File: src/rtl/inst_fetch_pkg.sv
// Shared types and constants for the instruction fetch stage.
package fetch_pkg;

    // Fetch sequencer states.
    typedef enum logic [1:0] {
        FETCH_HI = 2'd0,
        FETCH_LO = 2'd1,
        VALID    = 2'd2,
        HALTED   = 2'd3
    } fetch_state_t;

    // Opcode bit that marks an instruction carrying an operand byte.
    localparam int OP_ONE_ARG_BIT = 7;

    // Instruction lengths in bytes.
    localparam logic [1:0] LEN_ONE = 2'd1;
    localparam logic [1:0] LEN_TWO = 2'd2;

endpackage : fetch_pkg

File: src/rtl/inst_fetch_if.sv
// Bundle of the byte-wide memory port and the decoder-side instruction
// handshake. The fetch stage is the master; memory plus decoder/execute
// together form the slave side.
interface inst_fetch_if;

    // Byte-wide memory read port
    logic        mem_req;
    logic [15:0] mem_addr;
    logic        mem_ack;
    logic [7:0]  mem_rdata;

    // Instruction handshake toward decode/execute
    logic        inst_valid;
    logic        inst_ready;
    logic [15:0] inst;
    logic [15:0] inst_pc;
    logic [1:0]  inst_len;

    // Control flow from execute
    logic        redirect;
    logic [15:0] redirect_pc;
    logic        halt;
    logic        halted;

    modport master (
        output mem_req, mem_addr, inst_valid, inst, inst_pc, inst_len, halted,
        input  mem_ack, mem_rdata, inst_ready, redirect, redirect_pc, halt
    );

    modport slave (
        input  mem_req, mem_addr, inst_valid, inst, inst_pc, inst_len, halted,
        output mem_ack, mem_rdata, inst_ready, redirect, redirect_pc, halt
    );

endinterface : inst_fetch_if

File: src/rtl/inst_fetch.sv
// Instruction fetch stage: reads opcode/operand bytes over a req/ack byte
// port, assembles a 16-bit word, and hands it to decode with valid/ready.
// Tracks the PC, follows branch redirects and stops on halt.
module inst_fetch
    import fetch_pkg::*;
#(
    parameter logic [15:0] RESET_PC = 16'h0000
) (
    input  logic         clk,
    input  logic         rst,
    inst_fetch_if.master bus
);

    fetch_state_t state_reg, state_next;
    logic [15:0]  pc_reg, pc_next;
    logic [15:0]  inst_reg, inst_next;
    logic [15:0]  inst_pc_reg, inst_pc_next;
    logic [1:0]   inst_len_reg, inst_len_next;
    logic         valid_reg, valid_next;
    logic         halted_reg, halted_next;

    // Operand byte follows the opcode; wraps from FFFF to 0000.
    logic [15:0]  pc_plus_one;
    assign pc_plus_one = pc_reg + 16'd1;

    // State register: reset overrides everything, including a pending ack.
    always_ff @(posedge clk) begin
        if (rst) begin
            state_reg    <= FETCH_HI;
            pc_reg       <= RESET_PC;
            inst_reg     <= 16'h0000;
            inst_pc_reg  <= 16'h0000;
            inst_len_reg <= 2'd0;
            valid_reg    <= 1'b0;
            halted_reg   <= 1'b0;
        end else begin
            state_reg    <= state_next;
            pc_reg       <= pc_next;
            inst_reg     <= inst_next;
            inst_pc_reg  <= inst_pc_next;
            inst_len_reg <= inst_len_next;
            valid_reg    <= valid_next;
            halted_reg   <= halted_next;
        end
    end

    // Next-state logic: byte assembly, hand-off and PC update.
    always_comb begin
        state_next    = state_reg;
        pc_next       = pc_reg;
        inst_next     = inst_reg;
        inst_pc_next  = inst_pc_reg;
        inst_len_next = inst_len_reg;
        valid_next    = valid_reg;
        halted_next   = halted_reg;

        case (state_reg)
            FETCH_HI: begin
                if (bus.mem_ack) begin
                    if (bus.mem_rdata[OP_ONE_ARG_BIT]) begin
                        // Operand follows; keep the opcode and go get it.
                        inst_next  = {bus.mem_rdata, inst_reg[7:0]};
                        state_next = FETCH_LO;
                    end else begin
                        inst_next     = {bus.mem_rdata, 8'h00};
                        inst_len_next = LEN_ONE;
                        inst_pc_next  = pc_reg;
                        valid_next    = 1'b1;
                        state_next    = VALID;
                    end
                end
            end

            FETCH_LO: begin
                if (bus.mem_ack) begin
                    inst_next     = {inst_reg[15:8], bus.mem_rdata};
                    inst_len_next = LEN_TWO;
                    inst_pc_next  = pc_reg;
                    valid_next    = 1'b1;
                    state_next    = VALID;
                end
            end

            VALID: begin
                // halt beats redirect beats sequential flow.
                if (bus.inst_ready) begin
                    valid_next = 1'b0;
                    if (bus.halt) begin
                        halted_next = 1'b1;
                        state_next  = HALTED;
                    end else if (bus.redirect) begin
                        pc_next    = bus.redirect_pc;
                        state_next = FETCH_HI;
                    end else begin
                        pc_next    = pc_reg + {14'd0, inst_len_reg};
                        state_next = FETCH_HI;
                    end
                end
            end

            HALTED: begin
                // Only reset leaves this state.
            end

            default: begin
                state_next = FETCH_HI;
            end
        endcase
    end

    // Memory request outputs, decoded from the current state.
    always_comb begin
        bus.mem_req  = 1'b0;
        bus.mem_addr = 16'h0000;
        case (state_reg)
            FETCH_HI: begin
                bus.mem_req  = !rst;
                bus.mem_addr = pc_reg;
            end
            FETCH_LO: begin
                bus.mem_req  = !rst;
                bus.mem_addr = pc_plus_one;
            end
            default: begin
                bus.mem_req  = 1'b0;
                bus.mem_addr = 16'h0000;
            end
        endcase
    end

    assign bus.inst_valid = valid_reg;
    assign bus.inst       = inst_reg;
    assign bus.inst_pc    = inst_pc_reg;
    assign bus.inst_len   = inst_len_reg;
    assign bus.halted     = halted_reg;

endmodule : inst_fetch
File: src/flat_wrapper.sv
// flat-port wrapper written by rule: the top's interface ports become plain ports
module inst_fetch_flat import fetch_pkg::*;
#(
    parameter logic [15:0] RESET_PC = 16'h0000
)
  (clk, rst, bus_mem_req, bus_mem_addr, bus_inst_valid, bus_inst, bus_inst_pc, bus_inst_len, bus_halted, bus_mem_ack, bus_mem_rdata, bus_inst_ready, bus_redirect, bus_redirect_pc, bus_halt);
  inst_fetch_if bus_i ();
  input  logic clk;
  input  logic rst;
  output wire logic [$bits(bus_i.mem_req)-1:0] bus_mem_req;
  output wire logic [$bits(bus_i.mem_addr)-1:0] bus_mem_addr;
  output wire logic [$bits(bus_i.inst_valid)-1:0] bus_inst_valid;
  output wire logic [$bits(bus_i.inst)-1:0] bus_inst;
  output wire logic [$bits(bus_i.inst_pc)-1:0] bus_inst_pc;
  output wire logic [$bits(bus_i.inst_len)-1:0] bus_inst_len;
  output wire logic [$bits(bus_i.halted)-1:0] bus_halted;
  input wire logic [$bits(bus_i.mem_ack)-1:0] bus_mem_ack;
  input wire logic [$bits(bus_i.mem_rdata)-1:0] bus_mem_rdata;
  input wire logic [$bits(bus_i.inst_ready)-1:0] bus_inst_ready;
  input wire logic [$bits(bus_i.redirect)-1:0] bus_redirect;
  input wire logic [$bits(bus_i.redirect_pc)-1:0] bus_redirect_pc;
  input wire logic [$bits(bus_i.halt)-1:0] bus_halt;
  assign bus_mem_req = bus_i.mem_req;
  assign bus_mem_addr = bus_i.mem_addr;
  assign bus_inst_valid = bus_i.inst_valid;
  assign bus_inst = bus_i.inst;
  assign bus_inst_pc = bus_i.inst_pc;
  assign bus_inst_len = bus_i.inst_len;
  assign bus_halted = bus_i.halted;
  assign bus_i.mem_ack = bus_mem_ack;
  assign bus_i.mem_rdata = bus_mem_rdata;
  assign bus_i.inst_ready = bus_inst_ready;
  assign bus_i.redirect = bus_redirect;
  assign bus_i.redirect_pc = bus_redirect_pc;
  assign bus_i.halt = bus_halt;
  inst_fetch #(.RESET_PC(RESET_PC)) u_core (.clk(clk), .rst(rst), .bus(bus_i));
endmodule
File: config.mk
export PLATFORM = sky130hd
export DESIGN_NAME = inst_fetch_flat
export DESIGN_NICKNAME = d
export VERILOG_FILES = /design/src/rtl/inst_fetch_pkg.sv /design/src/rtl/inst_fetch_if.sv /design/src/rtl/inst_fetch.sv /design/src/flat_wrapper.sv
export SDC_FILE = /design/constraint.sdc
export NUM_CORES = 1
export LEC_CHECK = 0
export BUFFER_PORTS_ARGS = -buffer_cell sky130_fd_sc_hd__buf_4
export CAP_MARGIN = 20
export CORE_ASPECT_RATIO = 0.75
export CORE_MARGIN = 3
export CORE_UTILIZATION = 53
export DETAILED_ROUTE_END_ITERATION = 12
export HOLD_SLACK_MARGIN = 0.08
export PLACE_DENSITY = 0.81
export RECOVER_POWER = 25
export SLEW_MARGIN = 40
export SYNTH_ARGS = -nofsm -noshare
export SYNTH_HDL_FRONTEND = slang
export SYNTH_SLANG_ARGS = --single-unit
File: constraint.sdc
create_clock -name clk -period 3.1 [get_ports clk]
set_clock_uncertainty 0.15 [all_clocks]
set_input_delay 0.62 -clock clk [delete_from_list [all_inputs] [get_ports clk]]
set_output_delay 0.62 -clock clk [all_outputs]
set_load 0.05 [all_outputs]
---- Word level (Yosys, flattened, before mapping) ----
Cells that the tools add are included.
word-level totals
  register bits ........................... 54
  bits of input ports ..................... 30
  logic and storage cells ................. 54
operators by class
  $add $sub $neg .......................... 2
  eq/ne operators ......................... 6
  multiplexer cells ....................... 25
  bitwise logic cells ..................... 2
  reductions and logical operators ........ 11
operators with widths
  kind                     number
  $mux W16                 6
  $pmux W16 S2             3
  $add A16 B1 Y16 const B  1
  $add A16 B2 Y16          1
  $mux W2                  7
  $reduce_and A3 Y1        3
  $mux W8                  1
  $ne A2 B2 Y1 const B     4
  $reduce_and A4 Y1        2
  $pmux W2 S3              1
  $mux W1                  5
  $reduce_and A5 Y1        1
  $pmux W2 S2              1
  $pmux W1 S3              1
  $reduce_bool A3 Y1       1
  $eq A2 B1 Y1 const B     1
  $eq A2 B2 Y1 const B     1
  $logic_not A2 Y1         1
  $not A1 Y1               2
  $reduce_bool A2 Y1       1
  $reduce_or A2 Y1         1
  $logic_not A1 Y1         1

---- Depth between registers and ports, before layout ----
Gate-level depths: netlist (run 1).
  depth after elaboration ................. 3
  depth in mapped cells ................... 9

---- Worst setup path after synthesis (run 1) ----
OpenSTA, ideal clock, no wires.
  path kind ............................... in2out
  start point ............................. input rst
  end point ............................... output bus_mem_req
  arrival ................................. 1.887 ns
  required time ........................... 2.330 ns
  setup slack ............................. 0.443 ns
  stages on the path ...................... 4
  path buffers ............................ 3
  cells stage by stage .................... clkbuf_1 clkbuf_1 buf_1 nor2_1
on the way
  word-level cells in the longest chain between the ends .. 2
ends and longest elaborated chain
  element           RTL line                              source
  start, declared   flat_wrapper.sv:9                     input logic rst;
  $logic_not A1 Y1  inst_fetch.sv:117, inst_fetch.sv:121
  $mux W1           -
  end, declared     flat_wrapper.sv:10                    output wire logic [$bits(bus_i.mem_req)-1:0] bus_mem_req;
Every way passes these cells.

---- Final worst setup path (run 1) ----
  start point ............................. register u_core.pc_reg[1]
  end point ............................... output bus_mem_addr[12]
on the way
  word-level cells in the longest chain between the ends .. 2
ends and longest elaborated chain
  element                 RTL line            source
  start, declared         inst_fetch.sv:15    logic [15:0] pc_reg, pc_next;
  start signal, assigned  inst_fetch.sv:38    pc_reg <= pc_next;
  $add A16 B1 Y16         inst_fetch.sv:24    assign pc_plus_one = pc_reg + 16'd1;
  $pmux W16 S2            inst_fetch.sv:115   case (state_reg)
  end, declared           flat_wrapper.sv:11  output wire logic [$bits(bus_i.mem_addr)-1:0] bus_mem_addr;
Every way passes these cells.

==> flow_summary.ini, run 1 <==
[clock_network]
h-tree-depth = 2
clk_latency_ns = 0.32
cts_tree = done
cts_buffer_depth = 2
cts_setup_buffers = 0
path_clk_slew_ns = 0.11
cts-root-buf = clkbuf_8
numCtsBuffers = 5
hold_buffers = 0
cts_sinks = 54

[worst_setup_path]
crit_end = bus_mem_addr[12]
critPathMaxFanout = 9
r2r_end = u_core.pc_reg[14]
critical_path_class = reg -> out
cp-end-kind = primary output
arrival_ns = 2.18
crit_required_ns = 2.33
setup.worst_path.start_class = flip-flop
r2r-start = u_core.pc_reg[0]
rrSetupSlack_ns = 0.47
critPathLaunch = u_core.pc_reg[1]
reg2reg_depth = 7

[synthesis]
syn_area_um2 = 3035
ys.warnings.count = 0
ys.flop_type = dfxtp_1
synthArstFlopShare_pct = 0
syn_avg_cell_area_um2 = 8.051
synth_seq_cells = 54
synth.most_common_cell = nand2_1
syn_nets = 415
syn_inst = 377
seq_area_frac_synth_pct = 35.61
synth-edff-count = 0
synth_top_area_cell = dfxtp_1
synth_cell_types = 61
yosysTopAreaCellShare_pct = 35.61
synth_area_leaders = dfxtp_1 36%, nand2_1 7.3%, a21oi_1 5.1%, nor2_1 4.5%, a22o_1 4.3%
synthTopCellsByCount = 59 x nand2_1, 54 x dfxtp_1, 36 x nor2_1

[floorplan]
fp.dieW_um = 93.39
fp-row-count = 23
dieArea_um2 = 6681
die_h_um = 71.54
initial_utilization_pct = 55.81
core_area_um2 = 5439
io_pins = 83

[place]
dp_hpwl_mm = 6.224
place_congestion = 0.9671
preCtsSetupSlack_ns = 0.5232
port_buffers = 82
dp_cells = 507

[timing]
fmax_ghz = 0.3393
drv_slew = 0
relSlewSlack_pct = 20.47
setup_viol = 0
fin_ws_ns = 0.1529
hold_viol = 0
finalCriticalPeriod_ns = 2.947
finalCritPeriodShare_pct = 95.07
rsz0062_at_grt = no
tns_ns = 0
tightest_slew_ns = 1.193

[route]
antenna_left = 0
dr.first_iter.drc_count = 265
vias = 3035
totalWireLength_mm = 8.345
wire_per_inst_um = 16.20
first_pass_iters = 5
viasPerCell = 5.893
post-route-drc-count = 0

[global_routing]
grt_usage_pct = 24.75
grt_pass1_vias = 2586
overflow = 0
grt_pass1_wl_mm = 13.20
antenna_found_initial = 0
grt_max_degree = 31

[status]
status = finished, final reports clean

[layout]
fin_cells = 515
diodes = 0
nNetsFinal = 477
syn2layout_area_growth_pct = 20.12
drive_gt1_share_pct = 20.23

[min_path]
hp-start = u_core.bus.inst_pc[12]
hold_path_class = reg -> reg

[power_and_ir_drop]
cellPowerDensity_nw_per_um2 = 597.2
irDropWorstVdd_v = 0.0005434
p_leak_nw = 1.405

[job]
max-cap-violations = 0
## cell usage in the layout (no fill, tap or decap), types with 4 or more instances in the layout
cell,synthesis,layout
xor2_1,9,9
nor3_1,11,11
mux2i_1,5,5
clkbuf_1,13,26
a22oi_1,8,8
buf_4,2,63
a31oi_1,5,5
a21oi_1,31,31
o21ai_0,8,8
nor3b_1,7,7
nor2_1,36,36
xnor2_1,4,4
nand2_1,59,59
dfxtp_1,54,52
clkbuf_8,0,5
a22o_1,15,15
ha_1,7,7
nor4_2,4,5
nand3_1,9,9
a32o_1,4,4
inv_1,12,12
## worst min-delay path by stage
stage / to / slack (ns) / cells past startpoint
2_1_floorplan: u_core.bus.inst_pc[15] / 0.31 / 2
3_3_place_gp: u_core.bus.inst_pc[6] / 0.29 / 2
3_5_place_dp: u_core.bus.inst_pc[12] / 0.30 / 2
4_1_cts: u_core.bus.inst_pc[12] / 0.31 / 2
5_1_grt: u_core.bus.inst_pc[12] / 0.33 / 2
6_report: u_core.bus.inst_pc[12] / 0.31 / 2
## where the power goes
group | internal (W) | switching [W] | total [W]
sequential | 0.000760 | 0.0000577 | 0.000818
clock | 0.000168 | 0.000259 | 0.000427
combinational | 0.000281 | 0.000652 | 0.000933
## stage by stage
stage	power, W	util, %	hold WS (ns)	cell area [µm²]
after floorplan	0.001529	-	0.3082	3035
after global placement	0.001773	66.87	0.2936	3637
after detailed placement	0.001787	66.87	0.2967	3637
after CTS	0.002209	68.67	0.3117	3735
after global routing	0.002285	67.03	0.3281	3646
final	0.002177	67.03	0.3066	3646
## final cells by class
class / count / area [µm²]
fillers: 479 / 1793
flip-flops and latches: 54 / 1084
inverters: 12 / 45.04
repair buffers: 89 / 570.5
well taps: 75 / 93.84
multi-input cells: 277 / 1755
clock inverters: 3 / 28.78
clock buffers: 5 / 68.82
## repair_timing
item	CTS	global route
endpoints found under the hold margin	0	0
setup endpoints to repair	0	1
resized for setup	0	3
## kinds of logic after synthesis
group,Yosys count,share of synthesized area (%)
simple gates,152,25.60
compound gates,98,22.71
flops,54,35.61
buf+inv,46,6.760
xor+xnor,13,3.751
fa+ha+maj,8,3.545
mux,6,2.020
## metal layers
layer	vias up	wire length, µm	track usage [%]
li1	1461	-	-
met1	1409	3971	39.83
met2	154	3478	32.96
met3	11	804	5.352
met4	0	91	6.016
met5	-	0	0
## critical path: stages, from the launching register on
cell and delay (ns):
dfxtp_1 0.50, ha_1 0.27, nand2_1 0.16, nor4_1 0.38, xor2_1 0.18, a22o_1 0.16, buf_4 0.20
No activity file was read; power rests on OpenSTA's default activity.
==> run 2, diff against run 1 <==
- CORE_UTILIZATION: 53 -> 57
- PLACE_DENSITY: 0.81 -> 0.86
- clock period: 3.1 -> 3.42 ns (I/O delays scaled with it)
==> flow_summary.ini, run 2 (synthesis results as in run 1) <==
[layout]
fillers = 426
drive_gt1_share_pct = 19.91
final_cell_mix = 64 x buf_4, 59 x nand2_1, 54 x dfxtp_1
diodes = 0
final_common_cell = buf_4
nNetsFinal = 474
syn2layout_area_growth_pct = 19.29

[route]
first_pass_iters = 5
vias = 3046
wire_per_inst_um = 16.39
post-route-drc-count = 0
dr.first_iter.drc_count = 226
antenna_left = 0
viasPerCell = 5.984
totalWireLength_mm = 8.345

[clock_network]
hold_buffers = 0
cts-root-buf = clkbuf_8
clk_latency_ns = 0.32
numCtsBuffers = 5
cts_setup_buffers = 0
h-tree-depth = 2
ctsResizeCount = 0
cts_buffer_depth = 2
cts_tree = done
path_clk_slew_ns = 0.10
cts_sinks = 54

[global_routing]
antenna_found_initial = 0
grt_max_degree = 44
grt_usage_pct = 26.20
grt_pass1_wl_mm = 13.39
grt_pass1_vias = 2622
overflow = 0

[worst_setup_path]
cp-end-kind = primary output
slowest_stage = dfxtp_1
arrival_ns = 2.15
max_stage_delay_ns = 0.51
crit_end = bus_mem_addr[12]
r2r-start = u_core.pc_reg[0]
critical_path_class = reg -> out
r2r_end = u_core.pc_reg[12]
worst-path-buf-inv = 1
cp_cell_sequence = ha_1, nand2_1, nor4_1, xor2_1, a22o_1, buf_4
path_depth = 6
setup.worst_path.start_class = flip-flop
critPathLaunch = u_core.pc_reg[0]
reg2reg_depth = 7
crit_required_ns = 2.59
rrSetupSlack_ns = 0.80
critPathMaxFanout = 8
critical-path-top-delay-family = flip-flops

[timing]
hold_viol = 0
drv_slew = 44
finalCriticalPeriod_ns = 2.981
setup_viol = 0
tightest_slew_ns = 1.847
fmax_ghz = 0.3355
tns_ns = 0
rsz0062_at_grt = no
finalCritPeriodShare_pct = 87.16
relSlewSlack_pct = -23.11
fin_ws_ns = 0.4391
finalHoldWorstSlack_ns = 0.3083

[min_path]
hold_path_class = reg -> reg
hp-start = u_core.bus.inst_pc[14]

[floorplan]
core_area_um2 = 5010
fp.dieW_um = 90.27
initial_utilization_pct = 60.59
dieArea_um2 = 6246
die_h_um = 69.20
io_pins = 83
fp-row-count = 22

[status]
failed_checks = max-capacitance violations, max-slew violations
status = complete, but fails checks

[power_and_ir_drop]
irDropWorstVdd_v = 0.0005175
p_int_w = 0.001097
p_leak_nw = 1.396
cellPowerDensity_nw_per_um2 = 542.1
totalPowerFinal_w = 0.001963
power.share.sequential_pct = 37.9
switching_share_pct = 44.12
clkPwrFrac_pct = 18.7
power.switching_w = 0.0008662
pwr-share-comb_pct = 43.4

[place]
dp_hpwl_mm = 6.162
preCtsSetupSlack_ns = 0.8236
place_congestion = 0.9554
port_buffers = 82

[job]
max-cap-violations = 1
==> run 2: cell types whose count changed in the layout (fill, tap and decap cells not counted), moves of 2 or more <==
| cell | before | now |
|---|---|---|
| clkinvlp_4 | 0 | 2 |
| dfxtp_2 | 2 | 0 |
| clkbuf_1 | 26 | 22 |
| clkinv_4 | 2 | 0 |
| dfxtp_1 | 52 | 54 |
==> run 2: worst min path at each step <==
stage / endpoint / slack [ns] / cells past startpoint
floorplan: u_core.bus.inst_pc[15] / 0.31 / 2
global placement: u_core.bus.inst_pc[0] / 0.29 / 2
detailed placement: u_core.bus.inst_pc[2] / 0.30 / 2
CTS: u_core.bus.inst_pc[2] / 0.31 / 2
global route: u_core.bus.inst_pc[9] / 0.33 / 2
finish: u_core.bus.inst_pc[14] / 0.31 / 2
==> run 2: area by class of cell <==
class / count / area [µm²] / area share (%)
repair buffers: 86 / 563.0 / 15.55
clock inverters: 3 / 23.77 / 0.6565
multi-input cells: 277 / 1749 / 48.31
clock buffers: 5 / 68.82 / 1.900
well taps: 72 / 90.09 / 2.488
inverters: 12 / 45.04 / 1.244
flip-flops and latches: 54 / 1081 / 29.85
==> run 2: metrics by stage <==
| stage | area (µm²) | instances | util (%) |
|---|---|---|---|
| global placement | 3611 | 501 | 72.08 |
| global route | 3621 | 509 | 72.28 |
| detailed placement | 3611 | 501 | 72.08 |
| floorplan | 3035 | 377 | - |
| CTS | 3704 | 509 | 73.93 |
| finish | 3621 | 509 | 72.28 |
==> run 2: layer usage <==
layer / global-route usage [%] / part of all wire [%] / vias up
li1: - / - / 1452
met1: 40.22 / 49 / 1436
met2: 36.67 / 42 / 147
met3: 5.748 / 7.9 / 11
met4: 7.131 / 1.3 / 0
met5: 0 / 0 / -
==> run 2: power groups by stage <==
stage	combinational, W	clock (W)	sequential (W)
after floorplan	0.000510	0	0.000876
after global placement	0.000837	0	0.000754
after detailed placement	0.000855	0	0.000757
after CTS	0.000859	0.000372	0.000742
after global routing	0.000920	0.000391	0.000753
final	0.000853	0.000367	0.000744
==> run 2: worst register-to-register path: stages, from the launching register on <==
cell,delay (ns)
dfxtp_1,0.51
ha_1,0.25
inv_1,0.06
fa_1,0.41
nand3b_2,0.35
o41ai_1,0.47
a31oi_1,0.14
a21o_1,0.18
==> run 3, diff against run 2 <==
- PLACE_DENSITY: 0.86 -> 0.95
- SLEW_MARGIN: 40 -> 10
==> flow_summary.ini, run 3 (synthesis results as in run 1) <==
[route]
totalWireLength_mm = 8.508
antenna_left = 0
wire_per_inst_um = 16.72
dr.first_iter.drc_count = 409
vias = 3100
viasPerCell = 6.090
post-route-drc-count = 0
first_pass_iters = 5

[global_routing]
antenna_found_initial = 0
grt_max_degree = 34
grt_usage_pct = 26.33
grt_pass1_vias = 2811
overflow = 0
grt_pass1_wl_mm = 13.72

[clock_network]
cts-root-buf = clkbuf_8
numCtsBuffers = 5
ctsResizeCount = 0
cts_tree = done
h-tree-depth = 2
clk_latency_ns = 0.32
path_clk_slew_ns = 0.10
hold_buffers = 0
cts_setup_buffers = 0
cts_buffer_depth = 2
cts_sinks = 54

[floorplan]
dieArea_um2 = 6246
io_pins = 83
die_h_um = 69.20
core_area_um2 = 5010
fp-row-count = 22
initial_utilization_pct = 60.59
fp.dieW_um = 90.27

[worst_setup_path]
critical_path_class = reg -> out
cp-end-kind = primary output
slowest_stage = dfxtp_1
setup.worst_path.start_class = flip-flop
critPathLaunch = u_core.pc_reg[0]
crit_required_ns = 2.59
critPathMaxFanout = 8
max_stage_delay_ns = 0.50
cp_cell_sequence = ha_1, nand2_1, nor4_1, xor2_1, a22o_1, buf_4
r2r-start = u_core.pc_reg[0]
arrival_ns = 2.15

[power_and_ir_drop]
pwr-share-comb_pct = 41.9
power.switching_w = 0.0008768
clkPwrFrac_pct = 21.7
power.share.sequential_pct = 36.4
cellPowerDensity_nw_per_um2 = 562.5
irDropWorstVdd_v = 0.0004429
p_leak_nw = 1.397
p_int_w = 0.001165
switching_share_pct = 42.94

[place]
place_congestion = 0.9606
dp_cells = 501
port_buffers = 82
dp_hpwl_mm = 6.136

[timing]
tightest_slew_ns = 1.035
hold_viol = 0
finalCritPeriodShare_pct = 87.32
finalHoldWorstSlack_ns = 0.3175
finalCriticalPeriod_ns = 2.986
rsz0062_at_grt = no
drv_slew = 0
fmax_ghz = 0.3348
tns_ns = 0
relSlewSlack_pct = 31.02
setup_viol = 0

[layout]
nNetsFinal = 474
final_common_cell = buf_4
fin_cells = 509
drive_gt1_share_pct = 18.99
regArea_um2 = 1081
syn2layout_area_growth_pct = 19.58
multi_input_area_um2 = 1749
fillers = 439
diodes = 0
final_cell_mix = 60 x buf_4, 59 x nand2_1, 54 x dfxtp_1

[status]
status = finished, final reports clean

[min_path]
hold_path_class = reg -> reg
hp-start = u_core.bus.inst_pc[4]

[job]
max-cap-violations = 0
[run 3: cell types whose count changed in the layout (fill, tap and decap cells not counted)]
cell	previous run	this run
buf_4	64	60
clkinvlp_4	2	0
clkbuf_1	22	26
clkinv_4	0	1
bufinv_16	0	1
[run 3: worst paths after layout]
path / end / slack, ns / cells past startpoint
setup / recovery: bus_mem_addr[12] / 0.43 / 6
hold / removal: u_core.bus.inst_pc[4] / 0.32 / 2
setup reg to reg: u_core.pc_reg[14] / 0.82 / 7
hold reg to reg: u_core.bus.inst_pc[4] / 0.32 / 2
[run 3: worst max-delay path, delay by kind of cell (launching register included)]
family / cells / cell delay [ns]
AOI/OAI and AO/OA: 1 / 0.15
adders and majority gates: 1 / 0.28
DFF: 1 / 0.50
buffers and inverters: 1 / 0.20
and+or+nand+nor: 2 / 0.52
xor gates and xnor gates: 1 / 0.19
[run 3: routing by layer]
layer	GRT usage [%]	vias to the layer above	share of wire [%]
li1	-	1457	-
met1	38.58	1439	45
met2	38.49	185	43
met3	5.640	19	10
met4	8.489	0	1.8
met5	0	-	0
[run 3: layout make-up]
cell class / count / share of cell area, %
clock buffer: 5 / 1.896
clock inverter: 3 / 1.310
inverter: 12 / 1.241
multi-input combinational: 277 / 48.19
sequential: 54 / 29.78
tap: 72 / 2.482
timing repair buffer: 86 / 15.10
[run 3: power by group through the flow]
stage,Combinational [W],Sequential [W],Clock [W]
after floorplan,0.000510,0.000876,0
after global placement,0.000836,0.000753,0
after detailed placement,0.000854,0.000756,0
after CTS,0.000866,0.000742,0.000443
after global routing,0.000914,0.000753,0.000464
final,0.000855,0.000744,0.000442
[run 3: metrics by stage]
step	worst slack, ns	utilization [%]	cell area (µm²)	total power, W
floorplan	0.6352	-	3035	0.001386
global placement	0.8794	72.08	3611	0.001589
detailed placement	0.8285	72.08	3611	0.001610
CTS	0.4655	74.40	3727	0.002051
global route	0.2568	72.45	3630	0.002130
finish	0.4335	72.45	3630	0.002042
